## config.mk

```make
export PLATFORM = sky130hd
export DESIGN_NAME = imem_fetch_ctrl
export DESIGN_NICKNAME = d
export VERILOG_FILES = /design/src/rtl/imem_fetch_ctrl.sv
export SDC_FILE = /design/constraint.sdc
export NUM_CORES = 1
export LEC_CHECK = 0
export ABC_AREA = 1
export CAP_MARGIN = 0
export CORE_MARGIN = 4
export CORE_UTILIZATION = 30
export DETAILED_ROUTE_END_ITERATION = 7
export HOLD_SLACK_MARGIN = 0.03
export PLACE_DENSITY_LB_ADDON = 0.2
export SKIP_LAST_GASP = 1
export SYNTH_ARGS = -nofsm -noshare
export SYNTH_HDL_FRONTEND = slang
export SYNTH_SLANG_ARGS = --single-unit
export TNS_END_PERCENT = 20
```

## constraint.sdc

```tcl
create_clock -name clk -period 1.69 [get_ports clk]
set_clock_uncertainty 0.2 [all_clocks]
set_input_delay 0.169 -clock clk [delete_from_list [all_inputs] [get_ports clk]]
set_output_delay 0.169 -clock clk [all_outputs]
set_load 0.01 [all_outputs]
```

## src/rtl/imem_fetch_ctrl.sv

```systemverilog
// imem_fetch_ctrl: single-outstanding instruction fetch FSM (IDLE/REQ/WAIT/HOLD/HALT).
// Define FETCH_PERF_CNT_EN to add saturating fetch_count/stall_count outputs.
module imem_fetch_ctrl #(
  parameter logic [63:0] RESET_PC   = 64'h0,
  parameter logic [63:0] ADDR_LIMIT = 64'h1000
) (
  input  logic        clk,
  input  logic        rst_n,
  output logic        imem_req_valid,
  input  logic        imem_req_ready,
  output logic [63:0] imem_addr,
  input  logic        imem_rsp_valid,
  input  logic [31:0] imem_rsp_data,
  input  logic        imem_rsp_err,
  input  logic        stall,
  input  logic        branch_taken,
  input  logic [63:0] branch_target,
  output logic [63:0] PC,
  output logic [31:0] instr,
  output logic        instr_out_valid,
  output logic        imem_error,
  output logic        halted
`ifdef FETCH_PERF_CNT_EN
  ,
  output logic [31:0] fetch_count,
  output logic [31:0] stall_count
`endif
);
  typedef enum logic [2:0] {IDLE, REQ, WAIT, HOLD, HALT} state_t;
  localparam logic [31:0] NOP = 32'h00000013;
  state_t      state_q, state_d;
  logic [63:0] pc_q, pc_d;
  logic [31:0] instr_q, instr_d;
  logic        addr_ok, accept;
  assign addr_ok = pc_q[1:0] == 2'b00 && pc_q < ADDR_LIMIT;
  assign accept  = state_q == HOLD && !stall;
  always_comb begin
    state_d = state_q;
    pc_d    = pc_q;
    instr_d = instr_q;
    case (state_q)
      IDLE: state_d = REQ;
      REQ:  state_d = !addr_ok ? HALT : imem_req_ready ? WAIT : REQ;
      WAIT: if (imem_rsp_valid) begin
        state_d = imem_rsp_err ? HALT : HOLD;
        instr_d = imem_rsp_err ? instr_q : imem_rsp_data;
      end
      HOLD: if (accept) begin
        state_d = REQ;
        pc_d    = branch_taken ? branch_target : pc_q + 64'd4;
      end
      // HALT and unused encodings stay halted until reset
      default: state_d = HALT;
    endcase
  end
  always_ff @(posedge clk or negedge rst_n) begin
    if (!rst_n) begin
      state_q <= IDLE;
      pc_q    <= RESET_PC;
      instr_q <= NOP;
    end else begin
      state_q <= state_d;
      pc_q    <= pc_d;
      instr_q <= instr_d;
    end
  end
  assign imem_req_valid  = state_q == REQ && addr_ok;
  assign imem_addr       = pc_q;
  assign PC              = pc_q;
  assign instr           = instr_q;
  assign instr_out_valid = state_q == HOLD;
  assign imem_error      = state_q == HALT;
  assign halted          = state_q == HALT;
`ifdef FETCH_PERF_CNT_EN
  logic [31:0] fetch_count_q, fetch_count_d, stall_count_q, stall_count_d;
  always_comb begin
    fetch_count_d = (accept && fetch_count_q != '1) ? fetch_count_q + 32'd1 : fetch_count_q;
    stall_count_d = (state_q == HOLD && stall && stall_count_q != '1) ? stall_count_q + 32'd1 : stall_count_q;
  end
  always_ff @(posedge clk or negedge rst_n) begin
    if (!rst_n) begin
      fetch_count_q <= '0;
      stall_count_q <= '0;
    end else begin
      fetch_count_q <= fetch_count_d;
      stall_count_q <= stall_count_d;
    end
  end
  assign fetch_count = fetch_count_q;
  assign stall_count = stall_count_q;
`endif
endmodule

```

==> reports/results.tsv <==
stage	metric	value	unit
run_status	run_status	finished, violations left	
run_status	violations	setup timing	
global_route	grt_pass1_vias	9086	
final_layout	layout_common_cells	259 x clkdlybuf4s50_1, 247 x nand2_1, 220 x buf_4, 139 x nor2_1, 96 x inv_1	
final_layout	nets	1721	
yosys	ys_seq_area_frac	0.3383	
sta	rsz0062_at_grt	yes	
yosys	netlist_instances	1118	
placed_design	place_area	0.01171	sq mm
sta	slew_headroom	0.7112	
drt	dr.pass1.iters	5	
yosys	synth.distinct_cells	40	
critical_path	crit_path_start_kind	flop	
power	power.share.switching	0.2683	
critical_path	arrival	1.68	ns
yosys	muxShareOfSynthArea	0.04914	
global_route	grt_pass1_wl	50.66	mm
sta	worstMarginPinSlew	0.4317	ns
die	start_util	0.3087	
drt	drc	0	
clock_tree	clk_pin_slew	0.08	ns
sta	setup_viol	228	
yosys	synthAdderAreaFrac	0.001706	
yosys	synth_xor_area_frac	0.01433	
sta	period_minus_slack	2.049	ns
die	core_area	0.02375	sq mm
final_layout	layout_commonest_cell	clkdlybuf4s50_1	
die	placementRows	56	
clock_tree	cts_tree	built	
die	dieArea	0.02701	sq mm
sta	fmax	488.1	MHz
placed_design	io_buffers	266	
critical_path	critical_path_required	1.32	ns
final_layout	drive_above_1_share	0.3909	
placed_design	hpwl	25.46	mm
flow_run	drv_cap	0	
drt	ant_nets	0	
sta	maxSlewViolCount	0	
sta	post-route-period-util	1.212	
yosys	synth_warnings	0	
die	ioPinCount	267	
yosys	ys_ff_latch	99	
drt	vias_per_cell	4.736	
drt	wire_per_inst	17.72	um
power	pwr-share-clk	0.430	
global_route	grt_start_max_net_pins	44	
drt	vias	9192	
clock_tree	cts_buffers	9	
power	pwr-share-seq	0.465	
critical_path	reg2regPathDepth	9	
power	p_int	3.798	mW
clock_tree	clk_latency	0.37	ns
critical_path	critPathMaxFanout	2	
yosys	synth-simple-area-share	0.3914	
worst_hold_path	min_delay_path_depth	3	
worst_hold_path	min_to	PC[0]$_DFFE_PN0P_	
critical_path	r2r-end	PC[36]$_DFFE_PN0P_	
global_route	antenna_found_initial	0	
yosys	async_reset_ff_frac	1.000	
die	die-width	164.3	um
clock_tree	cts_sinks	99	
critical_path	setup.worst_path.class	flop to output port	
final_layout	fin_area	0.01431	sq mm
clock_tree	htree_levels	3	
die	die_y	164.3	um
critical_path	end_kind	output port	
worst_hold_path	hold_class	input pin to flop	
sta	hold_violations	0	
yosys	synth_edf_count	0	
critical_path	r2r_slack	-0.25	ns
placed_design	place.gp.congestion	0.9280	
clock_tree	clockBufferDepth	2	
sta	whs	0.1429	ns
yosys	synth_compound_area_frac	0.06245	
global_route	grt-ovfl-total	0	
clock_tree	cts-root-buf	clkbuf_16	
yosys	syn_area	0.007333	sq mm
power	comb_power_share	0.105	
yosys	synth_top_family_by_area	simple AND/OR/NAND/NOR gates	
power	netSwitchingPower	1.393	mW
final_layout	area_growth_syn_to_layout	95.19	%
sta	setup_slack	-0.3586	ns
power	vdd_drop_max	448.5	uV
yosys	ys.flop_type	dfrtp_1	
yosys	synth_nets	1222	
yosys	avgSynthCellArea	6.559	sq um
drt	drt_iter0_markers	530	
global_route	grt_usage	0.2435	
drt	routed_wl	34.40	mm
power	leakage	6.819	nW
worst_hold_path	hold_start	branch_target[0]	
critical_path	r2r-start	PC[16]$_DFFE_PN0P_	
final_layout	num_antenna_cells	0	
power	pwr_density_cell	362.6	mW/mm^2
[cell families after synthesis]
kind of cell | count (synthesis)
AOI/OAI and AO/OA | 82
xor gates and xnor gates | 12
adders and majority gates | 1
buffers and inverters | 204
DFF | 99
muxes | 32
and+or+nand+nor | 688
[through the flow]
| step | cells | total power [mW] | TNS [ns] | util | setup WS, ns |
|---|---|---|---|---|---|
| 6_report | 1941 | 5.191 | -33.68 | 0.6026 | -0.3586 |
| 2_1_floorplan | 1118 | 2.568 | -0.3890 | - | -0.05298 |
| 3_5_place_dp | 1849 | 2.994 | -20.45 | 0.4930 | -0.5231 |
| 3_3_place_gp | 1849 | 2.990 | -20.17 | 0.4930 | -0.5472 |
| 4_1_cts | 1921 | 5.216 | -34.84 | 0.5746 | -0.3954 |
| 5_1_grt | 1941 | 5.352 | -48.43 | 0.6026 | -0.4787 |
[state kept, by name, indices dropped and copies added (netlist names)]
name     flops
PC          64
instr       32
state_q      3
[synth_stat cells (4+ instances only)]
| master | number | share of area |
|---|---|---|
| clkbuf_1 | 12 | 0.0061 |
| nand4_1 | 14 | 0.012 |
| nor2_4 | 8 | 0.012 |
| o21ai_0 | 43 | 0.029 |
| dfrtp_1 | 96 | 0.33 |
| buf_2 | 8 | 0.0055 |
| o221ai_1 | 4 | 0.0048 |
| nor3_1 | 13 | 0.0089 |
| nor2_2 | 7 | 0.0060 |
| nor2_1 | 218 | 0.11 |
| xnor2_1 | 4 | 0.0048 |
| nand2_2 | 6 | 0.0051 |
| mux2_2 | 31 | 0.048 |
| nand2_1 | 339 | 0.17 |
| buf_4 | 66 | 0.068 |
| xor2_1 | 8 | 0.0096 |
| nand3_1 | 71 | 0.048 |
| o22ai_1 | 10 | 0.0085 |
| inv_1 | 108 | 0.055 |
| a21oi_1 | 14 | 0.0096 |
| o21bai_1 | 5 | 0.0051 |
[critical path, cell delays in order, from the launching register on]
cell	delay [ns]
dfrtp_1	0.39
nor2_2	0.14
nand3_1	0.12
nor2_2	0.13
nand2_2	0.11
nor2_4	0.15
nand2_4	0.08
nor2_4	0.09
buf_6	0.11
[timing repair]
item	CTS	global route
buffers inserted	56	21
setup endpoints to repair	229	239
gates cloned	3	3
pin swaps	119	82
resized for setup	348	117
hold buffers	2	0
endpoints found under the hold margin	99	0
[layer usage]
layer,global-route usage,vias up,wire [um]
li1,-,4452,-
met1,0.3146,4368,14220
met2,0.4179,317,16990
met3,0.04467,55,2202
met4,0.06596,0,985
met5,0,-,0
[power by group through the flow]
stage / logic [mW] / registers [mW] / clock network (mW)
after CTS: 0.549 / 2.41 / 2.25
after global placement: 0.532 / 2.46 / 0
final: 0.546 / 2.41 / 2.23
after floorplan: 0.0948 / 2.47 / 0
after global routing: 0.586 / 2.42 / 2.35
after detailed placement: 0.535 / 2.46 / 0
[worst max-delay path by stage]
stage,depth (start not counted),startpoint,endpoint,slack (ns)
3_3_place_gp,9,PC[40]$_DFFE_PN0P_,imem_req_valid,-0.55
5_1_grt,8,PC[22]$_DFFE_PN0P_,imem_req_valid,-0.48
3_5_place_dp,8,PC[1]$_DFFE_PN0P_,imem_req_valid,-0.52
4_1_cts,9,PC[41]$_DFFE_PN0P_,imem_req_valid,-0.40
2_1_floorplan,10,PC[3]$_DFFE_PN0P_,PC[46]$_DFFE_PN0P_,-0.05
6_report,8,PC[1]$_DFFE_PN0P_,imem_req_valid,-0.36
[area by class of cell]
class | count | area, sq um
timing repair buffer | 580 | 5619
tap | 319 | 399.1
sequential | 99 | 2492
fill | 2126 | 9439
clock buffer | 9 | 225.2
clock inverter | 7 | 76.32
multi-input combinational | 815 | 5059
inverter | 112 | 442.9
Note: power is estimated with default switching activity, not from simulation.
